[config.mk]
export PLATFORM = sky130hd
export DESIGN_NAME = hd44780_bus_monitor
export DESIGN_NICKNAME = d
export VERILOG_FILES = /design/src/rtl/hd44780_pkg.sv /design/src/rtl/hd44780_addr_model.sv /design/src/rtl/hd44780_bus_monitor.sv
export SDC_FILE = /design/constraint.sdc
export NUM_CORES = 1
export LEC_CHECK = 0
export ABC_AREA = 0
export ABC_CLOCK_PERIOD_IN_PS = 2500
export CAP_MARGIN = 20
export CORE_UTILIZATION = 45
export DETAILED_ROUTE_END_ITERATION = 8
export GPL_ROUTABILITY_DRIVEN = 1
export PLACE_DENSITY = 0.7
export SLEW_MARGIN = 20
export SYNTH_ARGS = -nofsm -noshare
export SYNTH_HDL_FRONTEND = slang
export SYNTH_SLANG_ARGS = --single-unit
[constraint.sdc]
create_clock -name clk -period 2.5 [get_ports clk]
set_input_delay 0.375 -clock clk [delete_from_list [all_inputs] [get_ports clk]]
set_output_delay 0.375 -clock clk [all_outputs]
set_load 0.05 [all_outputs]
[src/rtl/hd44780_pkg.sv]
// rtl/hd44780_pkg.sv - shared constants, opcodes and mode enum for the HD44780 bus monitor
package hd44780_pkg;

  // Expander port bit positions: {D7,D6,D5,D4,BL,EN,RW,RS}
  localparam int BIT_RS = 0;
  localparam int BIT_RW = 1;
  localparam int BIT_EN = 2;
  localparam int BIT_BL = 3;

  localparam logic [7:0] OP_CLEAR       = 8'h01;
  localparam logic [7:0] OP_HOME        = 8'h02;
  localparam logic [7:0] MASK_HOME      = 8'hFE;
  localparam logic [7:0] OP_ENTRY       = 8'h04;
  localparam logic [7:0] MASK_ENTRY     = 8'hFC;
  localparam logic [7:0] OP_FUNC_SET    = 8'h20;
  localparam logic [7:0] MASK_FUNC_SET  = 8'hE0;
  localparam logic [7:0] OP_SET_DDRAM   = 8'h80;
  localparam logic [7:0] MASK_SET_DDRAM = 8'h80;
  localparam logic [7:0] OP_SET_CGRAM   = 8'h40;
  localparam logic [7:0] MASK_SET_CGRAM = 8'hC0;

  localparam logic [6:0] LINE1_END   = 7'h27;
  localparam logic [6:0] LINE2_START = 7'h40;
  localparam logic [6:0] LINE2_END   = 7'h67;

  typedef enum logic [1:0] {
    BOOT8   = 2'd0,
    FOUR_HI = 2'd1,
    FOUR_LO = 2'd2
  } mode_e;

  function automatic logic is_op(input logic [7:0] b, input logic [7:0] op, input logic [7:0] mask);
    return (b & mask) == op;
  endfunction

  // Clear and return-home are the slow instructions.
  function automatic logic is_long_exec(input logic [7:0] b);
    return (b == OP_CLEAR) || is_op(b, OP_HOME, MASK_HOME);
  endfunction

endpackage

[src/rtl/hd44780_addr_model.sv]
// rtl/hd44780_addr_model.sv - DDRAM address counter, entry direction and CGRAM select model
module hd44780_addr_model
  import hd44780_pkg::*;
(
  input  logic       clk,
  input  logic       rst,
  input  logic       wr_valid,
  input  logic       wr_rs,
  input  logic [7:0] wr_byte,
  output logic [6:0] ddram_addr,
  output logic       id_inc,
  output logic       cgram_sel
);

  logic [6:0] addr_step;

  // Two-line display: the counter skips the gap between line ends and line starts.
  always_comb begin
    addr_step = ddram_addr;
    if (id_inc) begin
      if (ddram_addr == LINE1_END)      addr_step = LINE2_START;
      else if (ddram_addr == LINE2_END) addr_step = 7'h00;
      else                              addr_step = ddram_addr + 7'd1;
    end else begin
      if (ddram_addr == 7'h00)             addr_step = LINE2_END;
      else if (ddram_addr == LINE2_START)  addr_step = LINE1_END;
      else                                 addr_step = ddram_addr - 7'd1;
    end
  end

  always_ff @(posedge clk or posedge rst) begin
    if (rst) begin
      ddram_addr <= 7'h00;
      id_inc     <= 1'b1;
      cgram_sel  <= 1'b0;
    end else if (wr_valid) begin
      if (wr_rs) begin
        if (!cgram_sel) ddram_addr <= addr_step;
      end else if (wr_byte == OP_CLEAR) begin
        ddram_addr <= 7'h00;
        id_inc     <= 1'b1;
      end else if (is_op(wr_byte, OP_HOME, MASK_HOME)) begin
        ddram_addr <= 7'h00;
      end else if (is_op(wr_byte, OP_ENTRY, MASK_ENTRY)) begin
        id_inc <= wr_byte[1];
      end else if (is_op(wr_byte, OP_SET_DDRAM, MASK_SET_DDRAM)) begin
        ddram_addr <= wr_byte[6:0];
        cgram_sel  <= 1'b0;
      end else if (is_op(wr_byte, OP_SET_CGRAM, MASK_SET_CGRAM)) begin
        cgram_sel <= 1'b1;
      end
    end
  end

endmodule

[src/rtl/hd44780_bus_monitor.sv]
// rtl/hd44780_bus_monitor.sv - passive PCF8574->HD44780 4-bit bus decoder; HD44780_TIMING_CHECK_EN adds busy checking
module hd44780_bus_monitor
  import hd44780_pkg::*;
#(
  parameter int unsigned CLK_HZ        = 1_000_000,
  parameter int unsigned EXEC_US_SHORT = 37,
  parameter int unsigned EXEC_US_LONG  = 1520
) (
  input  logic       clk,
  input  logic       rst,
  input  logic       port_valid,
  input  logic [7:0] port_byte,
  output logic       out_valid,
  output logic       out_rs,
  output logic [7:0] out_byte,
  output logic       mode4,
  output logic [6:0] ddram_addr,
  output logic       backlight,
  output logic       rd_err,
  output logic       timing_err
);

  mode_e       mode_q, mode_d;
  logic        prev_en;
  logic [3:0]  hi_nib;
  logic [3:0]  nib;
  logic        strobe, strobe_rd, strobe_wr;
  logic        complete, latch_hi;
  logic [7:0]  cmp_byte;
  logic        id_inc, cgram_sel;

  assign nib       = port_byte[7:4];
  assign strobe    = port_valid & prev_en & ~port_byte[BIT_EN];
  assign strobe_rd = strobe & port_byte[BIT_RW];
  assign strobe_wr = strobe & ~port_byte[BIT_RW];
  assign mode4     = (mode_q != BOOT8);

  always_ff @(posedge clk or posedge rst) begin
    if (rst) mode_q <= BOOT8;
    else     mode_q <= mode_d;
  end

  // Function set overrides the nibble-phase advance; the new width applies from the next strobe.
  always_comb begin
    mode_d = mode_q;
    if (strobe_wr) begin
      case (mode_q)
        BOOT8:   mode_d = BOOT8;
        FOUR_HI: mode_d = FOUR_LO;
        FOUR_LO: mode_d = FOUR_HI;
        default: mode_d = BOOT8;
      endcase
    end
    if (complete && !port_byte[BIT_RS] && is_op(cmp_byte, OP_FUNC_SET, MASK_FUNC_SET))
      mode_d = cmp_byte[4] ? BOOT8 : FOUR_HI;
  end

  always_comb begin
    complete = 1'b0;
    latch_hi = 1'b0;
    cmp_byte = {nib, 4'h0};
    if (strobe_wr) begin
      case (mode_q)
        BOOT8:   complete = 1'b1;
        FOUR_HI: latch_hi = 1'b1;
        FOUR_LO: begin
          complete = 1'b1;
          cmp_byte = {hi_nib, nib};
        end
        default: ;
      endcase
    end
  end

  always_ff @(posedge clk or posedge rst) begin
    if (rst) begin
      prev_en   <= 1'b0;
      hi_nib    <= 4'h0;
      out_valid <= 1'b0;
      out_rs    <= 1'b0;
      out_byte  <= 8'h00;
      backlight <= 1'b0;
      rd_err    <= 1'b0;
    end else begin
      out_valid <= complete;
      rd_err    <= strobe_rd;
      if (port_valid) begin
        prev_en   <= port_byte[BIT_EN];
        backlight <= port_byte[BIT_BL];
      end
      if (latch_hi) hi_nib <= nib;
      if (complete) begin
        out_rs   <= port_byte[BIT_RS];
        out_byte <= cmp_byte;
      end
    end
  end

  hd44780_addr_model u_addr_model (
    .clk        (clk),
    .rst        (rst),
    .wr_valid   (complete),
    .wr_rs      (port_byte[BIT_RS]),
    .wr_byte    (cmp_byte),
    .ddram_addr (ddram_addr),
    .id_inc     (id_inc),
    .cgram_sel  (cgram_sel)
  );

  logic unused_state;
  assign unused_state = id_inc ^ cgram_sel;

`ifdef HD44780_TIMING_CHECK_EN
  localparam logic [31:0] SHORT_CYC = 32'((64'(EXEC_US_SHORT) * 64'(CLK_HZ)) / 64'd1_000_000);
  localparam logic [31:0] LONG_CYC  = 32'((64'(EXEC_US_LONG) * 64'(CLK_HZ)) / 64'd1_000_000);

  logic [31:0] exec_cnt;

  // A strobe that arrives while busy is flagged but still decoded.
  always_ff @(posedge clk or posedge rst) begin
    if (rst) begin
      exec_cnt   <= 32'd0;
      timing_err <= 1'b0;
    end else begin
      timing_err <= strobe && (exec_cnt != 32'd0);
      if (complete)
        exec_cnt <= (!port_byte[BIT_RS] && is_long_exec(cmp_byte)) ? LONG_CYC : SHORT_CYC;
      else if (exec_cnt != 32'd0)
        exec_cnt <= exec_cnt - 32'd1;
    end
  end
`else
  logic [31:0] unused_cfg;
  assign unused_cfg = CLK_HZ ^ EXEC_US_SHORT ^ EXEC_US_LONG;
  assign timing_err = 1'b0;
`endif

endmodule

## Word level (Yosys, flattened, before mapping)

Index checks and enable logic that the tools add are counted.
W data, S select, Z words.

| word-level totals | value |
|---|---|
| bits in registers | 28 |
| input port bits | 11 |
| output and inout bits | 21 |

| cells by class | value |
|---|---|
| add/subtract/negate cells | 2 |
| equality and inequality tests | 13 |
| mux-type cells | 26 |
| bitwise gates (word level) | 10 |
| reduce and logical (&&, ||, !) cells | 14 |

Operators by type and width:

| cell | count |
|---|---|
| $mux W7 | 11 |
| $mux W8 | 2 |
| $eq A7 B7 Y1 const B | 2 |
| $mux W1 | 10 |
| $eq A8 B1 Y1 const B | 1 |
| $reduce_and A4 Y1 | 2 |
| $reduce_bool A2 Y1 | 4 |
| $add A7 B1 Y7 const B | 1 |
| $eq A7 B1 Y1 const B | 1 |
| $eq A7 B6 Y1 const B | 1 |
| $logic_not A7 Y1 | 1 |
| $sub A7 B1 Y7 const B | 1 |
| $eq A6 B1 Y1 const B | 1 |
| $not A1 Y1 | 6 |
| $reduce_and A6 Y1 | 1 |
| $and A1 B1 Y1 | 4 |
| $eq A2 B1 Y1 const B | 2 |
| $mux W2 | 2 |
| $ne A4 B2 Y1 const B | 1 |
| $pmux W2 S2 | 1 |
| $reduce_bool A4 Y1 | 1 |
| $eq A3 B1 Y1 const B | 1 |
| $eq A2 B2 Y1 const B | 1 |
| $logic_and A1 B1 Y1 | 2 |
| other kinds (5) | 5 |

## Logic depth before layout (Yosys ltp)

Gate-level depths: netlist (run 1).

| logic depth | value |
|---|---|
| word-level depth | 9 |
| gate-level depth with buffers | 7 |

## By module

From an unflattened synthesis (run 1), not the netlist that was laid out.

| second synthesis, totals | value |
|---|---|
| cell total of the unflattened synthesis | 170 |
| area total of the unflattened synthesis | 1669.1 µm² |

By module, submodules not included:

| module | instances | cells an instance | area each (µm²) | sequential area each (µm²) |
|---|---|---|---|---|
| hd44780_bus_monitor | 1 | 74 | 897.1 | 475.5 |
| hd44780_addr_model | 1 | 96 | 772.0 | 226.5 |

## Worst setup path before layout (run 1)

No wires, ideal clock.

| timing | value |
|---|---|
| path type | register -> register |
| start | reg u_addr_model.ddram_addr[4] |
| end | reg u_addr_model.ddram_addr[2] |
| library setup time | 137 ps |
| data arrival time | 1755 ps |
| path slack | 608 ps |
| cell stages (with the launch flop) | 6 |
| path through | dfrtp_1 clkbuf_1 nor2_1 a41o_1 o311ai_0 a31oi_1 |

| between the ends | value |
|---|---|
| longest elaborated chain between the ends | 6 |

RTL lines:

| what | line | source |
|---|---|---|
| start: declaration | hd44780_addr_model.sv:10 | `output logic [6:0] ddram_addr,` |
| start signal: assignment | hd44780_addr_model.sv:38 | `if (!cgram_sel) ddram_addr <= addr_step;` |
| start signal: assignment | hd44780_addr_model.sv:47 | `ddram_addr <= wr_byte[6:0];` |
| $eq A7 B7 Y1 (on tied branches) | hd44780_addr_model.sv:26, hd44780_addr_model.sv:22 |  |
| $mux W7 (on tied branches) | hd44780_addr_model.sv:26, hd44780_addr_model.sv:22 |  |
| $mux W7 (on tied branches) | hd44780_addr_model.sv:25, hd44780_addr_model.sv:21 |  |
| $mux W7 (*) | hd44780_addr_model.sv:20 | `if (id_inc) begin` |
| $mux W7 (*) | hd44780_addr_model.sv:38 |  |
| $mux W7 (*) | hd44780_addr_model.sv:37 | `if (wr_rs) begin` |

Mark *: on every way between the ends. The rest lies on a longest branch, timed or not. The select of a mux whose other input is x is not followed.
A chain may end at the register's enable or synchronous reset.

## Worst setup path after layout (run 1)

| timing | value |
|---|---|
| start | reg mode_q[0] |
| end | out mode4 |

| between the ends | value |
|---|---|
| longest elaborated chain between the ends | 1 |

RTL lines:

| what | line | source |
|---|---|---|
| start: declaration | hd44780_bus_monitor.sv:23 | `mode_e mode_q, mode_d;` |
| start signal: assignment | hd44780_bus_monitor.sv:40 | `else mode_q <= mode_d;` |
| $reduce_bool A2 Y1 | hd44780_bus_monitor.sv:36 | `assign mode4 = (mode_q != BOOT8);` |
| end: declaration | hd44780_bus_monitor.sv:16 | `output logic mode4,` |

No other way between the ends.

==> results, run 1 <==
- The signed area change from the synthesized netlist to the final layout is 23.8%.
- The launching point of the worst reg2reg path is hi_nib[1].
- The worst-case reg-to-reg path depth is 5.
- After detailed routing, the average wire length per cell comes to roughly 15 um.
- The number of routed nets with antenna violations is 0.
- The final instance count without filler cells is 282.
- The number of hold-slack violations in the final timing report was 0.
- The worst setup path is captured at an output pin.
- The number of rows in the core area is 22.
- The worst register-to-register path ends at u_addr_model.ddram_addr[6].
- The number of placed instances, taps included, is about 280.
- After layout, the worst setup slack is roughly 0.34 ns.
- The net switching power figure is 1.24 mW.
- The synthesized netlist net count is about 220.
- The pin count of the biggest net entering global routing is 29.
- The number of antenna violations at the first check in global routing is 0.
- The data required time at the worst endpoint is 2.12 ns.
- The sequential standard cell area is around 700 um^2.
- The share of power burned in combinational logic is 0.534.
- The kind of critical path is flop to output pin.
- Of the total power, the share spent switching nets is 0.476.
- The fmax is between 0.4 and 0.5 GHz.
- The final net count is 249.
- Buffers inserted to repair hold after CTS numbered 0.
- The number of pins with negative max-slew slack in the final report came to 0.
- Synthesis instantiated 53 different standard cells from the library.
- The ratio of cells with drive above 1 in the final layout is 0.107.
- Pin placement for this block handled 32 I/O pins.
- The finished cells cover around 2200 um^2.
- TritonCTS built the clock tree.
- The final hold slack is approximately 0.45 ns.
- The maximum VDD drop is between 0.6 and 0.7 mV.
- The multi-input combinational cells in the finished layout cover a total of ~950 um^2.
- The number of filler instances in the final layout is around 360.
- The worst-margin pin slew is 0.501 ns.
- For this run, global-route usage on met1 was measured as 0.316.
- In this run the worst path has a maximum fanout of 8.
- The iteration count of the initial detailed-routing pass is 4.
- Counting every instance in the synthesized netlist gives approximately 210.
- The root buffer cell chosen for the clock tree is sky130_fd_sc_hd__clkbuf_8.
- The setup slack after placement is ~0.14 ns.
- The met3 usage is 0.0370.
- The post-synthesis async set-or-reset flop share is 1.00.
- The top flip-flop cell by instance count after synthesis is sky130_fd_sc_hd__dfrtp_1.
- The summed negative setup slack over all endpoints is 0 ns.
- The internal portion of the total power is around 1.4 mW.
- The mean cell area of the mapped netlist is 8.57 um^2.
- The clock edge transition at the registers on the reported setup and hold paths is 0.10 ns.
- Leaving out fill and tap cells, the most frequent cell in the layout is sky130_fd_sc_hd__clkdlybuf4s50_1.
- The number of remaining DRC errors is 0.
- In this run the power density over the cells is about 1200 nW/um^2.
- The number of setup violations in the final report is 0.
- The remaining max-slew budget at the tightest pin is 0.665.
- Summed over all cells, the static leakage comes to around 0.9 nW.
- Data arrives at the worst endpoint at between 1.5 and 2 ns.
- The flow ran to the end, and the final reports show no timing, DRC or antenna violations.
- The start point of the critical path is mode_q[0].
- The antenna diode count is 0.
- The number of synthesized flops with an enable pin is 0.
- The initial standard-cell utilization of the core is 0.477.
- The global routing stage identified its most utilized layer as met2.
- Setup repair after global routing left no endpoint under its margin.
- The die outline width is about 65 um.
- Counting the buffers created by CTS gives 3.
- During synthesis, Yosys emitted a total of 0 warnings.
- The detailed placement HPWL is 2.97 mm.
- The routed layout has about 1600 vias.
- In the layout the commonest cells are 30 x sky130_fd_sc_hd__clkdlybuf4s50_1, 27 x sky130_fd_sc_hd__dfrtp_1, 23 x sky130_fd_sc_hd__o21ai_0.
- The clock sink count is 28.
- Summing all placed instances gives a cell area of 2120 um^2.
- The longest clock path from root to sink contains 2 buffers.
- The met2 track demand over resource is 0.353.
- The routability congestion estimate from global placement is a little under 0.9.
- The critical path launch point type is a flop.
- The clock reaches the later pin of the worst-skew pair after 0.28 ns.
- The register bit count reported by yosys is 28.
- The share of the yosys chip area belonging to registers is 0.396.
- The number of H-tree levels is 1.
- The detailed router finished its first iteration with just over 100 violations.
- After synthesis the cells add up to 1770 um^2.
- The first-pass GRT wire length is between 7 and 8 mm.
- The share of total power in sequential cells is 0.327.
- The standard cell core area is between 3000 and 4000 um^2.
- At the end of the flow the core is filled with cells to 0.591.
- In the routed layout, each cell is associated on average with a via count of between 5 and 6.
- Across the run, the number of max-cap violations was 0.
- The ratio of final minimum period to clock period is 0.864.
- The floorplan step defined a die boundary enclosing ~4200 um^2.
- The total chip power is between 2 and 3 mW.
- The class of the most critical hold timing path is input port to asynchronous set/reset pin.
- After clock tree synthesis, the repair step resized 0 gates.
- Of the total power, the clock network draws 0.139.
- The total wirelength of the detailed-routed design is between 4 and 5 mm.
- The number of input and output port buffers inserted is 30.
- Summed over all layers, the global routing overflow is 0.
- The minimum clock period after layout is 2.16 ns.
- The worst reg-to-reg setup slack is 0.35 ns.
- The number of global-route vias before repair is 1550.
- The total global routing track utilization is 0.222.
- The die is ~65 um tall.
- Buffers added to address setup during post-CTS repair amount to 0.
- The setup clock skew after layout is around 0.0043 ns.
[power by group through the flow]
stage / clock (mW) / sequential, mW / combinational [mW]
after floorplan: 0 / 1.12 / 0.690
after global placement: 0 / 0.855 / 1.37
after detailed placement: 0 / 0.857 / 1.38
after CTS: 0.366 / 0.848 / 1.39
after global routing: 0.380 / 0.881 / 1.51
final: 0.361 / 0.853 / 1.39
[worst max-delay path, cell delays in order, from the launching register on]
cell	delay (ns)
sky130_fd_sc_hd__dfrtp_1	0.47
sky130_fd_sc_hd__or2_2	0.33
sky130_fd_sc_hd__clkdlybuf4s50_1	0.70
[final cells by class]
type | count | area share
Clock buffer | 3 | 0.0188
Clock inverter | 1 | 0.0137
Inverter | 11 | 0.0188
Multi-Input combinational cell | 152 | 0.434
Sequential cell | 28 | 0.320
Tap cell | 48 | 0.0274
Timing Repair Buffer | 39 | 0.168
[cell usage after synthesis (2+ instances only)]
master,count,area (um^2)
sky130_fd_sc_hd__buf_1,2,7.51
sky130_fd_sc_hd__o22ai_1,3,18.8
sky130_fd_sc_hd__buf_4,2,15.0
sky130_fd_sc_hd__xnor2_1,4,35.0
sky130_fd_sc_hd__clkbuf_1,9,33.8
sky130_fd_sc_hd__mux2_2,4,45.0
sky130_fd_sc_hd__o31ai_1,3,22.5
sky130_fd_sc_hd__nand3_1,4,20.0
sky130_fd_sc_hd__a31oi_1,6,37.5
sky130_fd_sc_hd__o41ai_1,2,17.5
sky130_fd_sc_hd__nor3_1,6,30.0
sky130_fd_sc_hd__mux2i_1,5,50.1
sky130_fd_sc_hd__o211ai_1,2,15.0
sky130_fd_sc_hd__nand2_1,19,71.3
sky130_fd_sc_hd__o21ai_0,23,115
sky130_fd_sc_hd__dfrtp_1,27,676
sky130_fd_sc_hd__a21oi_1,14,70.1
sky130_fd_sc_hd__nand4_1,2,12.5
sky130_fd_sc_hd__a211oi_1,2,15.0
sky130_fd_sc_hd__nand2b_1,3,18.8
sky130_fd_sc_hd__nor2b_1,2,12.5
sky130_fd_sc_hd__and3_1,2,12.5
sky130_fd_sc_hd__inv_1,11,41.3
sky130_fd_sc_hd__nor2_1,19,71.3
sky130_fd_sc_hd__ha_1,3,37.5
[cell families (layout without fill, tap and decap cells)]
kind of cell,after synthesis,count (layout),synth area share
mux,9,9,0.0536
flops,28,28,0.396
fa+ha+maj,3,3,0.0212
compound gates,67,67,0.239
xor+xnor,5,5,0.0247
simple gates,67,67,0.197
other cells,1,1,0.00211
buf+inv,27,54,0.0670
[metal layers]
layer | vias to the layer above | wire length [um]
met5 | - | 0
met4 | 0 | 59
met3 | 9 | 147
met2 | 40 | 1920
met1 | 777 | 2060
li1 | 793 | -
[how the worst max path moves through the flow]
stage	to	slack, ns	cells after the start
6_report	mode4	0.34	2
5_1_grt	u_addr_model.ddram_addr[5]	0.22	6
4_1_cts	mode4	0.34	2
3_5_place_dp	u_addr_model.ddram_addr[6]	0.14	6
3_3_place_gp	u_addr_model.ddram_addr[6]	0.19	6
2_1_floorplan	u_addr_model.ddram_addr[2]	0.61	5
[flip-flops by register name, indices dropped and copies added, names as in the netlist]
| signal | flops |
|---|---|
| hi_nib | 4 |
| out_valid | 1 |
| mode_q | 2 |
| prev_en | 1 |
| out_byte | 8 |
| u_addr_model.ddram_addr | 7 |
| u_addr_model.cgram_sel | 1 |
| out_rs | 1 |
| rd_err | 1 |
| u_addr_model.id_inc | 1 |
| backlight | 1 |
Power figures use the tool's default switching activity.
==> inputs of run 2 (changes only) <==
--- a/config.mk
+++ b/config.mk
@@ -6,12 +6,14 @@
 export NUM_CORES = 1
 export LEC_CHECK = 0
 export ABC_AREA = 0
-export ABC_CLOCK_PERIOD_IN_PS = 2500
+export ABC_CLOCK_PERIOD_IN_PS = 1900
 export CAP_MARGIN = 20
 export CORE_UTILIZATION = 45
+export CTS_CLUSTER_SIZE = 25
 export DETAILED_ROUTE_END_ITERATION = 8
 export GPL_ROUTABILITY_DRIVEN = 1
-export PLACE_DENSITY = 0.7
+export PLACE_DENSITY = 0.73
+export SETUP_SLACK_MARGIN = 0.2
 export SLEW_MARGIN = 20
 export SYNTH_ARGS = -nofsm -noshare
 export SYNTH_HDL_FRONTEND = slang
==> constraint.sdc (replaced) <==
create_clock -name clk -period 1.9 [get_ports clk]
set_input_delay 0.285 -clock clk [delete_from_list [all_inputs] [get_ports clk]]
set_output_delay 0.285 -clock clk [all_outputs]
set_load 0.05 [all_outputs]
==> run 2 against run 1 <==
  * The run now ends with setup timing left
  * Sequential power up 22%
  * Sequential share of layout area down 2.9 points
  * Non-clock buffer count up 26
  * Critical path type is now flop to flop
==> results, run 2 (synthesis gave the netlist of run 1 again) <==
- The maximum clock insertion buffer count was 2 (unchanged).
- Counting I/O delays and the setup requirement, the final critical path takes a little under 2 ns.
- The static power due to leakage is 1.12 nW (+23%).
- The insertion delay of the later-clocked pin in the worst-skew pair is 0.28 ns (about the same).
- The number of buffers added by the clock tree synthesis step is 3 (unchanged).
- The number of flip-flops under the largest register name came to 8 (unchanged).
- The total wirelength of the detailed-routed design came to 4.71 mm (+13%).
- The data required time at the worst endpoint is 2.10 ns (-0.02 ns).
- Tracing the worst setup path back leads to its startpoint at hi_nib[0].
- The number of input and output port buffers inserted is 30 (unchanged).
- The number of setup violations in the final report is 7 (+7).
- The critical path launch point type is a flop.
- The clock sink count came to 28 (unchanged).
- The number of antenna violations at the first check in global routing is 0 (unchanged).
- The fmax is approximately 0.51 GHz.
- The setup clock skew after layout came to 0.00167 ns (-0.00262 ns).
- The vertical die dimension is 64.8 um (unchanged).
- The number of placed instances, taps included came to 302 (+8.6%).
- The total via count after detailed routing is 1786 (+10%).
- The class of the most critical hold timing path is input port to asynchronous set/reset pin.
- The TritonCTS clock tree is done.
- The detailed placement HPWL came to 3.45 mm (+16%).
- The data arrival time of the worst path is 2.18 ns (+0.39 ns).
- The number of pins with negative max-slew slack in the final report is 0 (unchanged).
- The worst reg-to-reg setup slack was -0.08 ns (-0.43 ns).
- The antenna diode count is 0 (unchanged).
- The standard cell core area came to 3720 um^2 (unchanged).
- The ratio of cells with drive above 1 in the final layout was 0.258 (+0.151).
- The top-level I/O count is 32 (unchanged).
- The run finished, with violations left.
- The number of global-route vias before repair came to 1675 (+8.1%).
- The launching point of the worst reg2reg path is hi_nib[0].
- The number of H-tree levels is 1 (unchanged).
- The largest registers in the layout are out_byte x8, u_addr_model.ddram_addr x7, hi_nib x4.
- Setup repair after global routing could not meet its margin everywhere.
- The largest register by flop count is out_byte.
- The first-pass GRT wire length is 7.95 mm (+9.2%).
- The number of routed nets with antenna violations is 0 (unchanged).
- The routability congestion estimate from global placement was 0.833 (-6.6%).
- The iteration count of the initial detailed-routing pass is 4 (unchanged).
- The maximum VDD drop is 0.720 mV (+8.5%).
- The average wire per standard cell was 15.3 um (+3.0%).
- The utilization of the core after routing is 0.653 (+0.0620).
- The checks that failed: setup timing.
- The total area of multi-input combinational cells came to 995 um^2 (+4.3%).
- The number of max-cap violations is 0 (unchanged).
- The total global routing track utilization came to 0.244 (+0.0217).
- The pin count of the biggest net entering global routing is 29 (unchanged).
- The initial standard-cell utilization of the core is 0.477 (unchanged).
- The number of hold-slack violations in the final timing report was 0 (unchanged).
- The critical path is of the flop to flop type.
- The floorplan die area was 4200 um^2 (unchanged).
- The clock edge transition at the registers on the reported setup and hold paths came to 0.10 ns (about the same).
- The root buffer cell chosen for the clock tree is sky130_fd_sc_hd__clkbuf_8.
- The final instance count without filler cells is 308 (+9.2%).
- The remaining max-slew budget at the tightest pin is 0.661 (-0.00385).
- The sequential standard cell area is 706 um^2 (+0.53%).
- The signed area change from the synthesized netlist to the final layout is 36.7%.
- In the layout the commonest cells are 38 x sky130_fd_sc_hd__buf_4, 24 x sky130_fd_sc_hd__dfrtp_1, 22 x sky130_fd_sc_hd__o21ai_0.
- STA classifies the critical path endpoint as a flop.
- The die outline width came to 64.8 um (unchanged).
- The maximum fanout count along the critical path was 6 (-2).
- The number of remaining DRC errors is 0 (unchanged).
- Dividing the final minimum period by the clock period gives 1.04.
- The vias per cell is 5.80 (+1.0%).
- The overall overflow remaining after global route is 0 (unchanged).
- Leaving out fill and tap cells, the most frequent cell in the layout is sky130_fd_sc_hd__buf_4.
- The final net count is 275 (+10%).
- The smallest setup slack after layout is -0.0764 ns (-0.416 ns).
- The number of filler instances in the final layout came to 321 (-11%).
- The first-iteration detailed-routing DRC count was 227 (+120%).
- The number of rows in the core area is 22 (unchanged).
- The worst-margin pin slew is 0.510 ns (+0.00937 ns).
- The power density over the cells is 1490 nW/um^2 (+25%).
-- run 2: cell types whose count changed in the layout (fill, tap and decap cells not counted), sizes merged --
| cell | change |
|---|---|
| clkdlybuf4s15 | +1 |
| dlymetal6s2s | +1 |
| clkdlybuf4s50 | -20 |
| buf | +31 |
| dlygate4sd2 | +13 |
-- run 2: critical path: stages, from the launching register on --
cell and delay, ns:
sky130_fd_sc_hd__dfrtp_1 0.39, sky130_fd_sc_hd__or4_4 0.56, sky130_fd_sc_hd__nor4_4 0.31, sky130_fd_sc_hd__o41a_1 0.29, sky130_fd_sc_hd__buf_6 0.18, sky130_fd_sc_hd__nor2_4 0.04, sky130_fd_sc_hd__a31oi_1 0.13
-- run 2: path summary, 6_finish.rpt --
| path | end | depth (start not counted) |
|---|---|---|
| worst max-delay path | u_addr_model.ddram_addr[0] | 6 |
| worst min-delay path | out_byte[0] | 3 |
| worst max register to register | u_addr_model.ddram_addr[0] | 6 |
| worst min register to register | out_byte[3] | 2 |
| max in group asynchronous | u_addr_model.id_inc | 3 |
| min in group clk | out_byte[3] | 2 |
-- run 2: where the power goes --
part	switching, mW	internal [mW]	leakage (nW)	total [mW]
Sequential	0.233	0.809	0.347	1.04
Clock	0.193	0.282	0.0357	0.475
Combinational	1.29	0.805	0.737	2.09
Total	1.71	1.90	1.12	3.61
-- run 2: final cells by class --
cell class / count / area share
well taps: 48 / 0.0248
repair buffers: 65 / 0.228
multi-input cells: 152 / 0.410
clock buffers: 3 / 0.0170
clock inverters: 1 / 0.0124
inverters: 11 / 0.0170
flip-flops and latches: 28 / 0.291
-- run 2: per-stage QoR --
step | worst slack (ns) | TNS (ns) | cell area [um^2] | total power, mW | hold slack (ns)
4_1_cts | -0.0540 | -0.217 | 2400 | 3.56 | 0.362
5_1_grt | -0.139 | -0.814 | 2430 | 3.84 | 0.407
2_1_floorplan | 0.0656 | 0 | 1780 | 2.39 | 0.349
3_3_place_gp | -0.198 | -1.34 | 2310 | 3.10 | 0.459
3_5_place_dp | -0.231 | -1.67 | 2310 | 3.13 | 0.475
6_report | -0.0764 | -0.333 | 2430 | 3.61 | 0.355
-- run 2: timing repair --
action | 4_1_cts | 5_1_grt
hold buffers | 0 | 0
resized for setup | 20 | 8
setup buffers | 2 | 0
pin swaps | 3 | 0
endpoints found under the setup margin | 22 | 12
-- run 2: metal layers --
metal | track usage | part of all wire
met1 | 0.338 | 0.43
met3 | 0.0387 | 0.073
met5 | 0 | 0
met4 | 0.0583 | 0.016
met2 | 0.396 | 0.48
==> inputs of run 3 (changes only) <==
--- a/config.mk
+++ b/config.mk
@@ -12,7 +12,7 @@
 export CTS_CLUSTER_SIZE = 25
 export DETAILED_ROUTE_END_ITERATION = 8
 export GPL_ROUTABILITY_DRIVEN = 1
-export PLACE_DENSITY = 0.73
+export PLACE_DENSITY = 0.72
 export SETUP_SLACK_MARGIN = 0.2
 export SLEW_MARGIN = 20
 export SYNTH_ARGS = -nofsm -noshare
==> run 3 against run 2 <==
  * The run now ends clean
  * Global-route usage about the same
  * Wire length decreased by 0.15%
  * Via count is 3.5% lower
  * Fmax up 5.3%
  * Die area unchanged
  * Sequential power hardly changed
  * Register-to-register slack improved by 0.099 ns
  * Flip-flop and latch count unchanged
  * Critical path depth did not move
  * Setup slack improved by 0.099 ns
  * Final cell count fell by 1.3%
==> results, run 3 (synthesis gave the netlist of run 1 again) <==
- The flow ran to the end, and the final reports show no timing, DRC or antenna violations.
- Setup repair after global routing could not meet its margin everywhere.
- The static power due to leakage is 1.12 nW (-0.41%).
- The final hold slack is 0.361 ns (+0.00668 ns).
- The die outline width was 64.8 um (unchanged).
- The slowest cell on the critical path is sky130_fd_sc_hd__or4_4.
- The TritonCTS clock tree is done.
- The vias per cell came to 5.67 (-2.2%).
- The number of max-cap violations came to 0 (unchanged).
- The overall overflow remaining after global route is 0 (unchanged).
- The power density over the cells came to 1490 nW/um^2 (+0.16%).
- The class of the most critical hold timing path is input port to asynchronous set/reset pin.
- The number of routed nets with antenna violations came to 0 (unchanged).
- The final net count came to 271 (-1.5%).
- The area growth from synthesis to layout is 34.1%.
- The remaining max-slew budget at the tightest pin came to 0.666 (+0.00492).
- The first-iteration detailed-routing DRC count is 94 (-59%).
- The ratio of cells with drive above 1 in the final layout was 0.230 (-0.0272).
- The routability congestion estimate from global placement is 0.888 (+6.5%).
- The largest registers in the layout are out_byte x8, u_addr_model.ddram_addr x7, hi_nib x4.
- The critical path launch point type is a flop.
- The capturing element type of the critical path is a flop.
- The maximum cell stage delay along the critical path is 0.56 ns (about the same).
- The clock edge transition at the registers on the reported setup and hold paths came to 0.10 ns (about the same).
- The buffer cell driving the clock tree root is sky130_fd_sc_hd__clkbuf_8.
- The total wirelength of the detailed-routed design came to 4.71 mm (-0.15%).
- The antenna diode count came to 0 (unchanged).
- The vertical die dimension is 64.8 um (unchanged).
- The standard cell core area is 3720 um^2 (unchanged).
- The number of flip-flops under the largest register name was 8 (unchanged).
- The number of pins with negative max-slew slack in the final report came to 0 (unchanged).
- The first-pass GRT wire length is 7.95 mm (unchanged).
- The number of global-route vias before repair came to 1664 (-0.66%).
- The number of rows in the core area is 22 (unchanged).
- The number of setup violations in the final report was 0 (-7).
- The maximum VDD drop is 0.713 mV (-0.95%).
- The number of antenna violations at the first check in global routing is 0 (unchanged).
- The worst-case reg-to-reg path depth is 6 (unchanged).
- The register with the most flip-flops in the final layout is out_byte.
- The worst-margin pin slew is 0.500 ns (-0.0102 ns).
- The number of H-tree levels is 1 (unchanged).
- The minimum clock period after layout is 1.88 ns (-0.0993 ns).
- The worst reg-to-reg setup slack is 0.02 ns (+0.10 ns).
- The setup slack after placement came to -0.285 ns (-0.0535 ns).
- The number of buffers added by the clock tree synthesis step is 3 (unchanged).
- The maximum fanout count along the critical path came to 6 (unchanged).
- The data arrival time of the worst path came to 2.08 ns (-0.10 ns).
- The maximum clock insertion buffer count is 2 (unchanged).
- The clock sink count came to 28 (unchanged).
- The detailed placement HPWL was 3.49 mm (+1.4%).
- The top-level I/O count is 32 (unchanged).
- The total global routing track utilization is 0.244 (+0.000283).
- In the layout the commonest cells are 34 x sky130_fd_sc_hd__buf_4, 24 x sky130_fd_sc_hd__dfrtp_1, 23 x sky130_fd_sc_hd__o21ai_0.
- The average wire per standard cell is 15.5 um (+1.2%).
- The number of remaining DRC errors is 0 (unchanged).
- The initial standard-cell utilization of the core is 0.477 (unchanged).
- The insertion delay of the later-clocked pin in the worst-skew pair came to 0.28 ns (about the same).
- The floorplan die area is 4200 um^2 (unchanged).
- The setup clock skew after layout came to 0.00175 ns (+0.0000846 ns).
- The fmax is 0.533 GHz (+5.3%).
- The iteration count of the initial detailed-routing pass came to 4 (unchanged).
- The pin count of the biggest net entering global routing is 29 (unchanged).
- The number of filler instances in the final layout came to 350 (+9.0%).
- The number of hold-slack violations in the final timing report was 0 (unchanged).
- The critical path is of the flop to flop type.
- The smallest setup slack after layout came to 0.0230 ns (+0.0993 ns).
- The library cell used most frequently in the layout, excluding fill and tap cells, is sky130_fd_sc_hd__buf_4.
- The ratio of final minimum period to clock period is 0.988 (-0.0523).
- The total via count after detailed routing was 1724 (-3.5%).
- Traced cell by cell, the critical path runs through or4_4, nor4_4, o41a_1, buf_6, nor2_1, a31oi_1.
- The data required time at the worst endpoint is 2.10 ns (about the same).
- The number of input and output port buffers inserted is 30 (unchanged).
==> run 3: cell count changes in the layout (fill, tap and decap cells not counted) <==
| cell | before | now |
|---|---|---|
| sky130_fd_sc_hd__nor2_2 | 2 | 1 |
| sky130_fd_sc_hd__o21ai_2 | 1 | 0 |
| sky130_fd_sc_hd__clkdlybuf4s15_1 | 1 | 0 |
| sky130_fd_sc_hd__nand3_2 | 1 | 0 |
| sky130_fd_sc_hd__dlymetal6s2s_1 | 1 | 2 |
| sky130_fd_sc_hd__nand3_1 | 3 | 4 |
| sky130_fd_sc_hd__nor2_4 | 2 | 0 |
| sky130_fd_sc_hd__o41ai_1 | 2 | 1 |
| sky130_fd_sc_hd__buf_4 | 38 | 34 |
| sky130_fd_sc_hd__o21ai_0 | 22 | 23 |
| sky130_fd_sc_hd__nor2_1 | 15 | 18 |
| sky130_fd_sc_hd__o41ai_2 | 0 | 1 |
==> run 3: worst paths after layout <==
| kind | from | to |
|---|---|---|
| min in group clk | out_byte[3] | out_byte[3] |
| hold / removal | rst | out_byte[2] |
| max in group asynchronous | rst | u_addr_model.id_inc |
| hold reg to reg | out_byte[3] | out_byte[3] |
| setup / recovery | hi_nib[3] | u_addr_model.ddram_addr[0] |
| setup reg to reg | hi_nib[3] | u_addr_model.ddram_addr[0] |
==> run 3: layout make-up <==
| class | count | area (um^2) | area share |
|---|---|---|---|
| clock buffer | 3 | 41.3 | 0.0174 |
| clock inverter | 1 | 30.0 | 0.0126 |
| inverter | 11 | 41.3 | 0.0174 |
| multi-input combinational | 152 | 976 | 0.410 |
| sequential | 28 | 706 | 0.297 |
| tap | 48 | 60.1 | 0.0252 |
| timing repair buffer | 61 | 526 | 0.221 |
==> run 3: through the flow <==
step	setup TNS, ns	instance area, um^2	std cells	total power, mW	util
after CTS	-0.0316	2360	304	3.52	0.636
after global routing	-0.284	2380	304	3.75	0.640
final	0	2380	304	3.55	0.640
after global placement	-1.36	2290	299	3.06	0.615
after floorplan	0	1780	207	2.39	-
after detailed placement	-2.04	2290	299	3.11	0.615
==> run 3: metal layers <==
layer | part of all wire | vias up | GRT usage
li1 | - | 843 | -
met1 | 0.45 | 816 | 0.336
met2 | 0.48 | 55 | 0.404
met3 | 0.057 | 10 | 0.0475
met4 | 0.013 | 0 | 0.0361
met5 | 0 | - | 0
==> run 3: power breakdown <==
group          internal (mW)  switching, mW  total (mW)
clock                  0.282          0.194       0.476
combinational          0.758           1.24        2.00
sequential             0.809          0.264        1.07
==> run 3: timing repair <==
item,CTS,global route
gates resized for setup,16,4
pin swaps,0,5
hold buffers,0,0
setup endpoints to repair,21,10
gates cloned,0,0
buffers inserted,1,0
==> run 3: critical path: cells and delay by family (launching register included) <==
kind | cells | cell delay, ns
AO/OA/AOI/OAI | 2 | 0.44
buffers and inverters | 1 | 0.16
flip-flops | 1 | 0.39
AND/OR/NAND/NOR | 3 | 0.80
